### config.mk
export PLATFORM = sky130hd
export DESIGN_NAME = mux_scan_ctrl
export DESIGN_NICKNAME = d
export VERILOG_FILES = /design/src/rtl/mux_scan_ctrl.sv
export SDC_FILE = /design/constraint.sdc
export NUM_CORES = 1
export LEC_CHECK = 0
export CAP_MARGIN = 20
export CELL_PAD_IN_SITES_DETAIL_PLACEMENT = 1
export CELL_PAD_IN_SITES_GLOBAL_PLACEMENT = 1
export CORE_MARGIN = 8
export CORE_UTILIZATION = 45
export CTS_BUF_LIST = sky130_fd_sc_hd__clkbuf_4
export CTS_CLUSTER_DIAMETER = 80
export CTS_CLUSTER_SIZE = 25
export DETAILED_ROUTE_END_ITERATION = 10
export PLACE_DENSITY_LB_ADDON = 0.1
export SYNTH_ARGS = -nofsm -noshare
export SYNTH_HDL_FRONTEND = slang
export SYNTH_SLANG_ARGS = --single-unit
### constraint.sdc
create_clock -name clk -period 4.95 [get_ports clk]
set_input_delay 0.495 -clock clk [delete_from_list [all_inputs] [get_ports clk]]
set_output_delay 0.495 -clock clk [all_outputs]
set_load 0.01 [all_outputs]
### src/rtl/mux_scan_ctrl.sv
// Scan controller for a 4:1 mux: steps the select lines through codes 0..3, samples the mux
// output after DWELL cycles per code, and presents the assembled 4-bit frame via valid/ready.
module mux_scan_ctrl #(
  parameter int DWELL = 1
) (
  input  logic       clk,
  input  logic       rst_n,
  input  logic       start,
  input  logic       cont,
  input  logic       mux_in,
  input  logic       ready,
  output logic       s0,
  output logic       s1,
  output logic [3:0] data,
  output logic       valid,
  output logic       busy,
  output logic [7:0] frame_cnt
);

  typedef enum logic [1:0] {IDLE, SCAN, HOLD} state_t;

  localparam logic [3:0] DW_LAST = 4'(DWELL - 1);

  state_t      state_q, state_d;
  logic [1:0]  ch_q, ch_d;
  logic [1:0]  sel_q, sel_d;
  logic [3:0]  dwell_q, dwell_d;
  logic [3:0]  shadow_q, shadow_d;
  logic [3:0]  data_q, data_d;
  logic        valid_q, valid_d;
  logic        busy_q, busy_d;
  logic [7:0]  frame_cnt_q, frame_cnt_d;

  always_comb begin
    state_d     = state_q;
    ch_d        = ch_q;
    sel_d       = sel_q;
    dwell_d     = dwell_q;
    shadow_d    = shadow_q;
    data_d      = data_q;
    valid_d     = valid_q;
    busy_d      = busy_q;
    frame_cnt_d = frame_cnt_q;
    unique case (state_q)
      IDLE: begin
        if (start) begin
          state_d = SCAN;
          ch_d    = 2'd0;
          dwell_d = 4'd0;
          sel_d   = 2'd0;
          busy_d  = 1'b1;
        end
      end
      SCAN: begin
        if (dwell_q == DW_LAST) begin
          shadow_d[ch_q] = mux_in;
          dwell_d        = 4'd0;
          ch_d           = ch_q + 2'd1;
          sel_d          = ch_q + 2'd1;
          // Last channel: the frame includes the bit captured on this very edge.
          if (ch_q == 2'd3) begin
            data_d  = shadow_d;
            valid_d = 1'b1;
            sel_d   = 2'b11;
            state_d = HOLD;
          end
        end else begin
          dwell_d = dwell_q + 4'd1;
        end
      end
      HOLD: begin
        if (ready) begin
          valid_d     = 1'b0;
          frame_cnt_d = frame_cnt_q + 8'd1;
          ch_d        = 2'd0;
          dwell_d     = 4'd0;
          sel_d       = 2'd0;
          if (cont) begin
            state_d = SCAN;
          end else begin
            state_d = IDLE;
            busy_d  = 1'b0;
          end
        end
      end
      default: begin
        state_d = IDLE;
        sel_d   = 2'd0;
        valid_d = 1'b0;
        busy_d  = 1'b0;
      end
    endcase
  end

  always_ff @(posedge clk or negedge rst_n) begin
    if (!rst_n) begin
      state_q     <= IDLE;
      ch_q        <= 2'd0;
      sel_q       <= 2'd0;
      dwell_q     <= 4'd0;
      shadow_q    <= 4'd0;
      data_q      <= 4'd0;
      valid_q     <= 1'b0;
      busy_q      <= 1'b0;
      frame_cnt_q <= 8'd0;
    end else begin
      state_q     <= state_d;
      ch_q        <= ch_d;
      sel_q       <= sel_d;
      dwell_q     <= dwell_d;
      shadow_q    <= shadow_d;
      data_q      <= data_d;
      valid_q     <= valid_d;
      busy_q      <= busy_d;
      frame_cnt_q <= frame_cnt_d;
    end
  end

  assign s0        = sel_q[0];
  assign s1        = sel_q[1];
  assign data      = data_q;
  assign valid     = valid_q;
  assign busy      = busy_q;
  assign frame_cnt = frame_cnt_q;

endmodule

==> results.ini <==
[run_status]
status = completed

[synth]
area_share_of_xor_xnor_cells_in_the_synthesized_design_pct = 5.086
number_of_enable_type_register_cells_in_the_synthesized_netlist = 0
syn_inst = 121
combinational_family_with_the_most_area_after_synthesis = simple AND/OR/NAND/NOR gates
asyncSetResetFlopFracSynth_pct = 100.0
netlist_area_sq_um = 1378
yosys.area_share.simple_pct = 16.08
ys_warnings = 0
yosys_register_bits = 27
synth_cell_types = 37
synth_fa_ha_area_share_pct = 6.358
post_synth_mux_area_share_pct = 7.357
ys_dominant_reg_cell = sky130_fd_sc_hd__dfrtp_1
synth_seq_area_share_pct = 49.05
post_synth.cell_area_avg_sq_um = 11.38
synth_compound_area_share_pct = 10.99
syn_nets = 134

[detailed_routing]
wl_um = 2959
drt-vias-per-instance = 5.554
detailedRoute.firstIterationViolations = 50
antenna_left = 0
first_pass_iteration_count_of_the_detailed_router = 4
wire_per_inst_um = 16.91
vias = 972
drc = 0

[clock_tree]
cts_hold_repair.buffers = 0
cts-root-to-sink-buffers = 2
cts.htree.levels = 1
total_number_of_clock_tree_sinks = 27
clk-insertion-delay-late_ns = 0.32
ctsRootBufferMaster = sky130_fd_sc_hd__clkbuf_4
cts_repair_resize_count = 0
numCtsBuffers = 3
clock_transition_at_path_regs_ns = 0.15
cts_tree = done
cts_post_setup_buffers_inserted = 0

[worst_setup_path]
crit_path_top_delay_cell = sky130_fd_sc_hd__dfrtp_1
worstSetupStartpointType = flip-flop
slowest_delay_ns = 0.42
worst_path_dominant_cell_family = simple AND/OR/NAND/NOR gates
cp_num_buf_inv = 1
crit_type = reg2reg
worst_setup_path_startpoint = dwell_q[0]
cp_data_arrival_time_ns = 2.12
r2r-start = dwell_q[0]
cp_cell_sequence = inv_1 -> ha_1 -> nor3b_4 -> and3_1 -> mux2_4
critPathRequiredTime_ns = 5.18
largest_driver_fanout_on_the_critical_path = 10
critical_path.endpoint_type = flip-flop

[grt]
grt_pass1_wl_um = 5195
gr-total-overflow = 0
track_usage_pct = 12.55
grt_max_degree = 28
antenna_found_initial = 0
vias_in_the_first_global_route = 1092

[die]
initial_core_util_pct = 46.26
die_wd_um = 71.33
fp.coreArea_sq_um = 2978
fp.dieH_um = 71.33
floorplan.rows = 20
num_io_pins = 22
floorplan_die_area_sq_um = 5088

[finish]
multi_input_comb_area_sq_um = 631.9
postLayoutCellArea_sq_um = 1623
fillCellCount = 314
reg_area_sq_um = 675.6
stdcell_count = 175
final_layout_size_suffix_gt1_share_pct = 10.56
number_of_nets_in_the_layout = 156
area_growth_pct = 17.80
ant_cells = 0

[power_and_ir_drop]
total_leakage_power_nw = 0.7604
power.total_uw = 846.2
ir_drop_mv = 0.2462
p_per_area_nw_per_um2 = 521.5

[sta]
final_hold_violations = 0
maxClockFrequency_ghz = 0.5290
slew-limit-headroom_pct = 64.92
rsz0062_at_grt = false
timing.final.setup_violations = 0
max_slew.worst_pin.slew_ns = 0.5207
tns_ns = 0
timing.final.max_slew_violations = 0
final_worst_path_period_share_pct = 38.19
final.setup_skew_ns = 0.01669
fin_crit_ns = 1.890

[worst_hold_path]
worstHoldPathType = reg2reg
worst_hold_startpoint = frame_cnt[7]

[placement]
place.detailed.hpwl_um = 2194
port_buffers = 21
dpl.cell_count = 171
detailed_place.area_sq_um = 1593
gp_congestion = 0.7051

[flow_run]
max-cap-violations = 0

synth_stat cells (4+ instances only):
library cell | instances | area (sq um)
sky130_fd_sc_hd__dfrtp_1 | 27 | 675.7
sky130_fd_sc_hd__xor2_1 | 5 | 43.79
sky130_fd_sc_hd__inv_1 | 7 | 26.28
sky130_fd_sc_hd__o21ai_0 | 5 | 25.02
sky130_fd_sc_hd__nand2_1 | 4 | 15.01
sky130_fd_sc_hd__ha_1 | 7 | 87.58
sky130_fd_sc_hd__nand3_1 | 10 | 50.05
sky130_fd_sc_hd__a31oi_1 | 4 | 25.02
sky130_fd_sc_hd__a21oi_1 | 5 | 25.02
sky130_fd_sc_hd__mux2_2 | 5 | 56.30
metrics by stage:
stage          hold slack [ns]  setup WS, ns  util (%)
4_1_cts                 0.4880         3.063     54.50
3_3_place_gp            0.4544         3.098     53.49
2_1_floorplan           0.1994         3.302         -
5_1_grt                 0.4973         2.937     54.50
6_report                0.4800         3.060     54.50
3_5_place_dp            0.4648         3.074     53.49
kinds of logic after synthesis:
logic type      Yosys count
compound gates           24
xor+xnor                  8
fa+ha+maj                 7
buf+inv                  12
flops                    27
mux                       9
simple gates             34
where the power goes:
part	leakage [nW]	total, mW	internal [mW]	switching [mW]
registers	0.337	0.367	0.294	0.0735
clock network	0.0184	0.101	0.0369	0.0639
logic	0.405	0.378	0.204	0.174
total	0.760	0.846	0.535	0.311
cell usage in the layout, fill, tap and decap left out, types with 2 or more instances in the layout:
cell type	synthesis	layout
sky130_fd_sc_hd__a21oi_1	5	5
sky130_fd_sc_hd__o21ai_0	5	5
sky130_fd_sc_hd__and4b_1	2	2
sky130_fd_sc_hd__clkbuf_4	0	4
sky130_fd_sc_hd__nor2b_1	2	2
sky130_fd_sc_hd__o22ai_1	3	3
sky130_fd_sc_hd__nand3_1	10	10
sky130_fd_sc_hd__dfrtp_1	27	27
sky130_fd_sc_hd__a31oi_1	4	4
sky130_fd_sc_hd__and3_1	2	2
sky130_fd_sc_hd__xor2_1	5	5
sky130_fd_sc_hd__ha_1	7	7
sky130_fd_sc_hd__mux2i_1	3	3
sky130_fd_sc_hd__inv_1	7	7
sky130_fd_sc_hd__nor3_1	2	2
sky130_fd_sc_hd__xnor2_1	3	3
sky130_fd_sc_hd__mux2_2	5	5
sky130_fd_sc_hd__nor2_1	3	3
sky130_fd_sc_hd__nand2_1	4	4
sky130_fd_sc_hd__clkdlybuf4s50_1	0	21
per-layer routing:
metal	GRT usage, %	vias to the layer above	wire length (um)	share of wire (%)
met1	15.89	490	1401	47
met4	3.464	0	15	0.51
met2	21.12	11	1456	49
met3	2.371	2	85	2.9
li1	-	469	-	-
met5	0	-	0	0
flip-flops by register name (all words and copies together), names as in the netlist:
name and cells:
sel_q 2, dwell_q 4, data 4, valid 1, state_q 2, busy 1
ch_q 2, shadow_q 3, frame_cnt 8
path summary, 6_finish.rpt:
path / slack [ns] / depth (start not counted) / to
min reg2reg: 0.48 / 1 / frame_cnt[7]
min in group asynchronous: 0.53 / 2 / frame_cnt[4]
max reg2reg: 3.06 / 5 / data[3]
min: 0.48 / 1 / frame_cnt[7]
max in group asynchronous: 4.14 / 2 / ch_q[0]
max: 3.06 / 5 / data[3]
final cells by class:
| type | instances | share of cell area [%] |
|---|---|---|
| clock buffers | 4 | 1.850 |
| flip-flops and latches | 27 | 41.63 |
| repair buffers | 22 | 13.42 |
| multi-input cells | 82 | 38.94 |
| well taps | 33 | 2.544 |
| inverters | 7 | 1.619 |
(Power assumes the default switching activity.)
